<file path="src/rtl/systolic_drain_5x5_if.sv">
// Row output stream of systolic_drain_5x5: aligned row data with valid/ready and last-row flag.
interface systolic_drain_5x5_if #(
    parameter int AK_BW = 20,
    parameter int COLS  = 5
);
    logic [AK_BW*COLS-1:0] o_row_data;
    logic                  o_row_valid;
    logic                  i_row_ready;
    logic                  o_row_last;

    modport master (
        output o_row_data,
        output o_row_valid,
        output o_row_last,
        input  i_row_ready
    );

    modport slave (
        input  o_row_data,
        input  o_row_valid,
        input  o_row_last,
        output i_row_ready
    );
endinterface

</file>
<file path="src/rtl/systolic_drain_5x5.sv">
// Deskews skewed column sums from the 5x5 systolic array into rows, buffers them and streams them out.
// Optional macro SYSTOLIC_DRAIN_RELU_EN clamps negative column values to zero at the aligned write.
module systolic_drain_5x5 #(
    parameter int AK_BW  = 20,
    parameter int COLS   = 5,
    parameter int DEPTH  = 4,
    parameter int CNT_BW = 8
) (
    input  logic                  clk,
    input  logic                  rst,
    input  logic                  i_start,
    input  logic [CNT_BW-1:0]     i_num_rows,
    input  logic [AK_BW*COLS-1:0] i_acc_kernel,
    input  logic [COLS-1:0]       i_col_vld,
    output logic                  o_accept,
    systolic_drain_5x5_if.master  row_if,
    output logic                  o_busy,
    output logic                  o_done,
    output logic                  o_err
);

    localparam int PW = $clog2(DEPTH);
    localparam int RW = AK_BW * COLS;

    // states: IDLE waits for start | COLLECT deskews and stores rows | DRAIN empties the FIFO
    localparam logic [1:0] ST_IDLE    = 2'd0;
    localparam logic [1:0] ST_COLLECT = 2'd1;
    localparam logic [1:0] ST_DRAIN   = 2'd2;

    logic [1:0]        state_q, state_d;
    logic [CNT_BW-1:0] num_rows_q, num_rows_d;
    logic [CNT_BW-1:0] launched_q, launched_d;
    logic [CNT_BW-1:0] written_q, written_d;
    logic [CNT_BW-1:0] popped_q, popped_d;
    logic [CNT_BW-1:0] inflight_q, inflight_d;
    logic              err_q, err_d;
    logic              done_q, done_d;

    logic              collect;
    logic [COLS-1:0]   vld_in;
    logic [COLS-1:0]   al_vld;
    logic [AK_BW-1:0]  al_data [COLS];
    logic [COLS-2:0]   bad_q;
    logic              aligned_all;
    logic              misalign;
    logic [RW-1:0]     wdata;
    logic [AK_BW-1:0]  col_v;

    logic [RW-1:0]     mem_q [DEPTH];
    logic [PW-1:0]     wr_ptr_q, rd_ptr_q;
    logic [PW:0]       count_q;
    logic              full, push, pop, drop, row_valid, row_last;
    logic [CNT_BW:0]   occ;

    assign collect = (state_q == ST_COLLECT);
    assign vld_in  = i_col_vld & {COLS{collect}};

    // Column c enters a chain of COLS-1-c registers so all columns of a row meet at the last column.
    for (genvar c = 0; c < COLS - 1; c++) begin : g_dly
        localparam int N = COLS - 1 - c;
        logic [AK_BW-1:0] d_q [N];
        logic [N-1:0]     v_q;

        always_ff @(posedge clk) begin
            if (rst || !collect) begin
                v_q <= '0;
            end else begin
                v_q[0] <= vld_in[c];
                for (int k = 1; k < N; k++) v_q[k] <= v_q[k-1];
            end
        end

        always_ff @(posedge clk) begin
            d_q[0] <= i_acc_kernel[c*AK_BW +: AK_BW];
            for (int k = 1; k < N; k++) d_q[k] <= d_q[k-1];
        end

        assign al_data[c] = d_q[N-1];
        assign al_vld[c]  = v_q[N-1];
    end

    assign al_data[COLS-1] = i_acc_kernel[(COLS-1)*AK_BW +: AK_BW];
    assign al_vld[COLS-1]  = vld_in[COLS-1];

    // Rows launched without o_accept carry a tag alongside column 0 so the error lands at their write.
    always_ff @(posedge clk) begin
        if (rst || !collect) begin
            bad_q <= '0;
        end else begin
            bad_q[0] <= vld_in[0] & ~o_accept;
            for (int k = 1; k < COLS - 1; k++) bad_q[k] <= bad_q[k-1];
        end
    end

    assign aligned_all = &al_vld;
    assign misalign    = (|al_vld) && !aligned_all;

    always_comb begin
        wdata = '0;
        col_v = '0;
        for (int c = 0; c < COLS; c++) begin
            col_v = al_data[c];
`ifdef SYSTOLIC_DRAIN_RELU_EN
            if (col_v[AK_BW-1]) col_v = '0;
`endif
            wdata[c*AK_BW +: AK_BW] = col_v;
        end
    end

    assign full      = (count_q == (PW+1)'(DEPTH));
    assign row_valid = (count_q != '0);
    assign pop       = row_valid && row_if.i_row_ready;
    assign push      = aligned_all && (!full || pop);
    assign drop      = aligned_all && full && !pop;

    always_ff @(posedge clk) begin
        if (push) mem_q[wr_ptr_q] <= wdata;
    end

    always_ff @(posedge clk) begin
        if (rst) begin
            wr_ptr_q <= '0;
            rd_ptr_q <= '0;
            count_q  <= '0;
        end else begin
            if (push) wr_ptr_q <= wr_ptr_q + PW'(1);
            if (pop)  rd_ptr_q <= rd_ptr_q + PW'(1);
            count_q <= count_q + (PW+1)'(push) - (PW+1)'(pop);
        end
    end

    assign occ      = (CNT_BW+1)'(count_q) + (CNT_BW+1)'(inflight_q);
    assign o_accept = collect && (occ < (CNT_BW+1)'(DEPTH)) && (launched_q < num_rows_q);
    assign row_last = row_valid && (popped_q == num_rows_q - CNT_BW'(1));

    always_comb begin
        state_d    = state_q;
        num_rows_d = num_rows_q;
        launched_d = launched_q + CNT_BW'(vld_in[0]);
        written_d  = written_q + CNT_BW'(push);
        popped_d   = popped_q + CNT_BW'(pop);
        inflight_d = inflight_q + CNT_BW'(vld_in[0]) - CNT_BW'(aligned_all);
        err_d      = err_q | misalign | drop | (aligned_all & bad_q[COLS-2]);
        done_d     = 1'b0;
        case (state_q)
            ST_IDLE: begin
                if (i_start) begin
                    state_d    = ST_COLLECT;
                    num_rows_d = (i_num_rows == '0) ? CNT_BW'(1) : i_num_rows;
                    launched_d = '0;
                    written_d  = '0;
                    popped_d   = '0;
                    inflight_d = '0;
                    err_d      = 1'b0;
                end
            end
            ST_COLLECT: begin
                if (written_d == num_rows_q) state_d = ST_DRAIN;
            end
            ST_DRAIN: begin
                if (pop && row_last) begin
                    state_d = ST_IDLE;
                    done_d  = 1'b1;
                end
            end
            default: state_d = ST_IDLE;
        endcase
    end

    always_ff @(posedge clk) begin
        if (rst) begin
            state_q    <= ST_IDLE;
            num_rows_q <= '0;
            launched_q <= '0;
            written_q  <= '0;
            popped_q   <= '0;
            inflight_q <= '0;
            err_q      <= 1'b0;
            done_q     <= 1'b0;
        end else begin
            state_q    <= state_d;
            num_rows_q <= num_rows_d;
            launched_q <= launched_d;
            written_q  <= written_d;
            popped_q   <= popped_d;
            inflight_q <= inflight_d;
            err_q      <= err_d;
            done_q     <= done_d;
        end
    end

    assign row_if.o_row_data  = row_valid ? mem_q[rd_ptr_q] : '0;
    assign row_if.o_row_valid = row_valid;
    assign row_if.o_row_last  = row_last;
    assign o_busy             = (state_q != ST_IDLE);
    assign o_done             = done_q;
    assign o_err              = err_q;

endmodule

</file>
<file path="src/flat_wrapper.sv">
// flat-port wrapper written by rule: the top's interface ports become plain ports
module systolic_drain_5x5_flat 
#(
    parameter int AK_BW  = 20,
    parameter int COLS   = 5,
    parameter int DEPTH  = 4,
    parameter int CNT_BW = 8
)
  (clk, rst, i_start, i_num_rows, i_acc_kernel, i_col_vld, o_accept, o_busy, o_done, o_err, row_if_o_row_data, row_if_o_row_valid, row_if_o_row_last, row_if_i_row_ready);
  systolic_drain_5x5_if #(.AK_BW(AK_BW), .COLS(COLS)) row_if_i ();
  input  logic clk;
  input  logic rst;
  input  logic i_start;
  input  logic [CNT_BW-1:0] i_num_rows;
  input  logic [AK_BW*COLS-1:0] i_acc_kernel;
  input  logic [COLS-1:0] i_col_vld;
  output logic o_accept;
  output logic o_busy;
  output logic o_done;
  output logic o_err;
  output wire logic [$bits(row_if_i.o_row_data)-1:0] row_if_o_row_data;
  output wire logic [$bits(row_if_i.o_row_valid)-1:0] row_if_o_row_valid;
  output wire logic [$bits(row_if_i.o_row_last)-1:0] row_if_o_row_last;
  input wire logic [$bits(row_if_i.i_row_ready)-1:0] row_if_i_row_ready;
  assign row_if_o_row_data = row_if_i.o_row_data;
  assign row_if_o_row_valid = row_if_i.o_row_valid;
  assign row_if_o_row_last = row_if_i.o_row_last;
  assign row_if_i.i_row_ready = row_if_i_row_ready;
  systolic_drain_5x5 #(.AK_BW(AK_BW), .COLS(COLS), .DEPTH(DEPTH), .CNT_BW(CNT_BW)) u_core (.clk(clk), .rst(rst), .i_start(i_start), .i_num_rows(i_num_rows), .i_acc_kernel(i_acc_kernel), .i_col_vld(i_col_vld), .o_accept(o_accept), .row_if(row_if_i), .o_busy(o_busy), .o_done(o_done), .o_err(o_err));
endmodule
</file>
<file path="config.mk">
export PLATFORM = sky130hd
export DESIGN_NAME = systolic_drain_5x5_flat
export DESIGN_NICKNAME = d
export VERILOG_FILES = /design/src/rtl/systolic_drain_5x5_if.sv /design/src/rtl/systolic_drain_5x5.sv /design/src/flat_wrapper.sv
export SDC_FILE = /design/constraint.sdc
export NUM_CORES = 1
export LEC_CHECK = 0
export ABC_AREA = 0
export CORE_MARGIN = 10
export CORE_UTILIZATION = 30
export CTS_CLUSTER_SIZE = 30
export DETAILED_ROUTE_END_ITERATION = 8
export PLACE_DENSITY_LB_ADDON = 0.2
export SYNTH_ARGS = -nofsm -noshare
export SYNTH_HDL_FRONTEND = slang
export SYNTH_SLANG_ARGS = --single-unit
</file>
<file path="constraint.sdc">
create_clock -name clk -period 4.8 [get_ports clk]
set_input_delay 0.72 -clock clk [delete_from_list [all_inputs] [get_ports clk]]
set_output_delay 0.72 -clock clk [all_outputs]
set_load 0.01 [all_outputs]
</file>
==> flow_summary.ini, run 1 <==
[timing]
post-route-period-util = 0.7948
clock_skew_ns = 0.01845
fin_ws_ns = 0.9852
max_slew.worst_pin.slew_ns = 1.039
rsz0062_at_grt = false
min_period_ns = 3.815
finalSetupViolCount = 0
hold_viol_final = 0
slew_headroom = 0.3074
fmax_mhz = 262.1
finalSetupTns_ns = 0
slew_viol_final = 0

[placed_design]
io_buffer_count = 222
place_congestion = 0.7343
hpwl_um = 28450
pre_cts_ws_ns = 1.297

[hold_path]
hold_path_end = u_core.g_dly[0].d_q[2][17]
holdCritPathClass = reg2reg
hold_start = u_core.g_dly[0].d_q[1][17]
holdPathStages = 0

[routing]
viasPerCell = 4.387
drt_wl_total_um = 49060
drt-initial-drc-count = 528
drcViolationCount = 0
ant_nets = 0
drtPass1Iterations = 6
avgRoutedWirePerCell_um = 19.41
vias = 11085

[synth]
yosys.area_share.simple = 0.06080
ys_async_sr_fraction = 0
synth_nets = 1388
ys_warn_count = 0
synth_top_area_share = 0.5321
yosysSeqAreaShare = 0.7689
synth-edff-count = 400
synth_xor_xnor_area_share = 0.01702
yosysTopAreaCell = edfxtp_1
synth_ff_type = edfxtp_1
synth.avg_cell_area_um2 = 18.28
synth.area.top_cells = edfxtp_1, dfxtp_1, mux4_2
synthMuxAreaShare = 0.1002
synth_compound_area_frac = 0.01940
synthAdderAreaFrac = 0.02062
synth_top_family_by_area = multiplexers
synthesis.area_um2 = 22570
ys_ff_latch = 667
ys_types = 50
synthCells = 1235

[worst_setup_path]
critPathRequiredTime_ns = 4.08
crit_chain = buf_4, mux4_2, and2_1, clkdlybuf4s50_1
slowest_stage = dfxtp_4
cp_top_family = buffers and inverters
endpoint_kind = output port
r2r-start = u_core.count_q[1]
reg2reg_setup_slack_ns = 1.72
critPathMaxStageDelay_ns = 0.83
r2r_end = u_core.count_q[2]
critPathMaxFanout = 30
crit_type = reg2out
path_buf_inv = 2
reg2reg_depth = 10
start_kind = flip-flop
cp_data_arrival_time_ns = 3.09

[global_route]
grt_max_degree = 101
grt_pass1_wl_um = 74640
grt_pass1_vias = 12079
antenna_found_initial = 4
overflow = 0
grt_usage = 0.1137

[finish]
nNetsFinal = 1652
drive_gt1_frac = 0.1515
fill_cells = 6863
n_antenna_cell = 0
syn2layout_area_growth_pct = 26.54
regArea_um2 = 17360
mostFrequentLayoutCell = edfxtp_1
final_cell_mix = edfxtp_1, dfxtp_1, clkdlybuf4s50_1
multiInputGateArea_um2 = 4937

[cts]
numCtsBuffers = 72
cts_root_buf = clkbuf_16
clk_latency_ns = 0.62
clockBufferDepth = 3
tritoncts = yes
path_clk_slew_ns = 0.06
htreeDepth = 3
cts_resized = 0
ctsHoldBuffers = 0
post_cts_buffers = 0
numClockSinks = 667

[floorplanning]
die-height_um = 294.3
core_area_um2 = 74570
die_w_um = 294.3
start_util = 0.3027
num_rows = 100
boundaryPins = 223
design.die.area_um2 = 86620

[outcome]
status = completed

[power_and_ir_drop]
vdd_drop_max_mv = 0.2843
p_leak_nw = 9.724
pwr_density_cell_nw_per_um2 = 546.9

[flow_run]
maxCapViolCount = 0
-- worst register-to-register path, cell delays in order, from the launching register on --
cell,delay (ns)
dfxtp_1,0.47
or3_4,0.63
and2_1,0.53
ha_1,0.32
inv_1,0.06
ha_1,0.12
inv_1,0.06
fa_1,0.40
xor2_1,0.19
xnor2_1,0.14
nor2_1,0.05
-- cell families (layout without fill, tap and decap cells) --
group                      after synthesis  in the layout
DFF                                    667            667
and+or+nand+nor                        250            250
buffers and inverters                   74            397
AOI/OAI and AO/OA                       64             64
adders and majority gates               36             36
xor gates and xnor gates                43             43
muxes                                  101            101
-- worst max path at each step --
stage | start | end | depth (start not counted)
after floorplan | i_col_vld[4] | u_core.mem_q[1][0] | 3
after global placement | row_if_i_row_ready | u_core.state_q[1] | 12
after detailed placement | row_if_i_row_ready | u_core.state_q[1] | 12
after CTS | flip-flop | row_if_o_row_data[68] | 4
after global routing | flip-flop | row_if_o_row_data[66] | 4
final | flip-flop | row_if_o_row_data[68] | 4
-- area by class of cell --
cell class	count	share of cell area
multi-input cells	494	0.1728
clock inverters	31	0.01599
well taps	969	0.04244
clock buffers	102	0.07210
inverters	27	0.003548
repair buffers	237	0.08524
flip-flops and latches	667	0.6079
-- sequential cells by signal (all words and copies together) (netlist names), 4 cells and up, named ones only --
register,cells
u_core.mem_q,400
u_core.g_dly.d_q,200
u_core.g_dly.v_q,10
u_core.inflight_q,8
u_core.launched_q,8
u_core.num_rows_q,8
u_core.popped_q,8
u_core.written_q,8
u_core.bad_q,4
-- per-layer routing --
metal / part of all wire / wire length [µm] / track usage / vias to the layer above
met1: 0.43 / 21210 / 0.1398 / 5640
met5: 0.00055 / 27 / 0 / -
met2: 0.50 / 24350 / 0.1932 / 217
met4: 0.021 / 1033 / 0.03933 / 4
li1: - / - / - / 5154
met3: 0.050 / 2441 / 0.02686 / 70
-- power breakdown --
part / internal [mW] / switching [mW] / total [mW] / leakage (nW)
Sequential: 6.20 / 0.206 / 6.40 / 5.83
Combinational: 1.90 / 1.59 / 3.49 / 2.67
Clock: 3.47 / 2.26 / 5.73 / 1.23
-- through the flow --
stage	hold slack, ns	util	instance area, µm²	instances	total power [mW]
final	0.3185	0.3831	28570	2527	15.62
after global routing	0.3244	0.3831	28570	2527	16.42
after CTS	0.3214	0.3831	28570	2527	16.02
after detailed placement	0.3121	0.3493	26050	2394	10.18
after global placement	0.3099	0.3493	26050	2394	10.18
after floorplan	0.3096	-	22570	1235	8.211
-- Yosys cell counts (all sizes together) (2+ instances only) --
library cell	number
a2111oi	2
a211oi	2
a21o	6
a21oi	24
a31o	2
a31oi	2
and2	128
and3	6
buf	14
clkbuf	33
dfxtp	267
edfxtp	400
fa	2
ha	34
inv	27
mux4	100
nand2	27
nand2b	6
nand3	14
nand4	3
nor2	46
nor2b	4
nor3	3
nor4	6
o2111ai	3
o211a	4
o21ai	7
o21bai	2
or3	3
xnor2	24
xor2	19
No activity file was read; power rests on OpenSTA's default activity.
==> inputs of run 2 (changes only) <==
Clock period 4.8 ns to 3.1 ns, I/O delays scaled along.
==> flow_summary.ini, run 2 (synthesized netlist as in run 1, its figures left out) <==
[routing]
drt_wl_total_um = 50280
avgRoutedWirePerCell_um = 19.59
vias = 11152
drt-met1-wl_um = 21030
viasPerCell = 4.344
route.met3.wl_um = 2495
drcViolationCount = 0
ant_nets = 0
drt-initial-drc-count = 534
top_layer = met5
detailroute.wirelength.met2_um = 25400
drtPass1Iterations = 4

[power_and_ir_drop]
p_leak_nw = 10.33
power_switching_mw = 6.529
sw_frac_of_total = 0.2624
pwr_density_cell_nw_per_um2 = 848.9
p_clk_frac = 0.365
power.total_mw = 24.88
vdd_drop_max_mv = 0.5362
p_comb_frac = 0.242
internal_power_mw = 18.35
pwr-share-seq = 0.393

[timing]
finalSetupViolCount = 0
slew_viol_final = 0
clock_skew_ns = 0.03333
finalSetupTns_ns = 0
min_period_ns = 3.003
timing.hold.ws_ns = 0.2832
slew_headroom = 0.5760
fmax_mhz = 333.0
max_slew.worst_pin.slew_ns = 0.6200
hold_viol_final = 0
fin_ws_ns = 0.09732
post-route-period-util = 0.9686

[finish]
final_area_um2 = 29310
mostFrequentLayoutCell = edfxtp_1
largest-register = u_core.mem_q
final_cell_mix = edfxtp_1, dfxtp_1, clkdlybuf4s50_1
n_antenna_cell = 0
syn2layout_area_growth_pct = 29.83
final_util = 0.3930
drive_gt1_frac = 0.1809
final_cells = 2567
nNetsFinal = 1689
largest_reg_flops = 400
reg_top3 = u_core.mem_q (400), u_core.g_dly.d_q (200), u_core.g_dly.v_q (10)

[placed_design]
place_congestion = 0.7616
io_buffer_count = 222
hpwl_um = 30480
placed_cell_area_um2 = 26260
pre_cts_ws_ns = -0.08627
dp.cells = 2410

[hold_path]
holdPathStages = 1
holdCritPathClass = in2reg
hold_start = i_acc_kernel[8]
hold_path_end = u_core.g_dly[0].d_q[0][8]

[cts]
clockBufferDepth = 3
ctsHoldBuffers = 0
htreeDepth = 3
cts_root_buf = clkbuf_16
numCtsBuffers = 74
numClockSinks = 667
clk_latency_ns = 0.62
path_clk_slew_ns = 0.06
tritoncts = yes

[floorplanning]
die_w_um = 294.3
core_area_um2 = 74570
design.die.area_um2 = 86620
start_util = 0.3027
num_rows = 100
die-height_um = 294.3
boundaryPins = 223

[worst_setup_path]
endpoint_kind = output port
crit_type = reg2out
cp_data_arrival_time_ns = 2.54
critPathMaxFanout = 7
reg2reg_depth = 11
reg2reg_setup_slack_ns = 0.27
r2r_end = u_core.state_q[1]
r2r-start = u_core.state_q[0]
start_kind = flip-flop
critPathRequiredTime_ns = 2.63

[global_route]
overflow = 0
grt_usage = 0.1140
grt_pass1_vias = 12072
grt_max_degree = 60
grt_pass1_wl_um = 74730
antenna_found_initial = 4

[outcome]
status = completed

[flow_run]
maxCapViolCount = 0
[run 2: cell count changes in the layout (fill, tap and decap cells not counted), sizes merged, moves of 5 or more]
cell           change
dlymetal6s2s      +12
buf               +32
clkdlybuf4s50     -38
clkbuf             -5
dlygate4sd2       +25
[run 2: worst max-delay path by stage]
stage | to | start | depth (start not counted)
after floorplan | u_core.mem_q[0][0] | u_core.state_q[0] | 4
after global placement | u_core.state_q[1] | row_if_i_row_ready | 11
after detailed placement | u_core.state_q[1] | row_if_i_row_ready | 11
after CTS | row_if_o_row_data[61] | flip-flop | 6
after global routing | row_if_o_row_last | u_core.num_rows_q[1] | 8
final | row_if_o_row_last | u_core.num_rows_q[1] | 8
[run 2: power groups by stage]
stage                     logic (mW)  clock network [mW]  registers (mW)
final                           6.02                9.08            9.77
after global routing            6.56                9.73            9.79
after CTS                       6.25                9.41            9.77
after detailed placement        5.79                   0            9.97
after global placement          5.81                   0            9.96
after floorplan                 2.84                   0            9.87
[run 2: layer usage]
layer  GRT usage  up-vias
met5           0        -
li1            -     5226
met2      0.1960      213
met4     0.03995        6
met1      0.1366     5616
met3     0.02949       91
[run 2: worst max-delay path, cell delays in order (launching register included)]
cell           delay, ns
dfxtp_4             0.39
inv_1               0.07
ha_2                0.21
and2_1              0.17
o21ai_0             0.20
o311a_1             0.20
o2111a_1            0.25
o211a_1             0.17
dlygate4sd2_1       0.27
[run 2: layout make-up]
class / count / area (µm²)
Clock buffer: 96 / 2036
Timing Repair Buffer: 272 / 3039
Fill cell: 6812 / 45260
Tap cell: 969 / 1212
Sequential cell: 667 / 17380
Inverter: 27 / 101.3
Clock inverter: 42 / 578.1
Multi-Input combinational cell: 494 / 4965
[run 2: timing repair]
item	4_1_cts	5_1_grt
gates resized for setup	46	16
buffers inserted	8	4
endpoints found under the setup margin	71	24
cloned	6	1
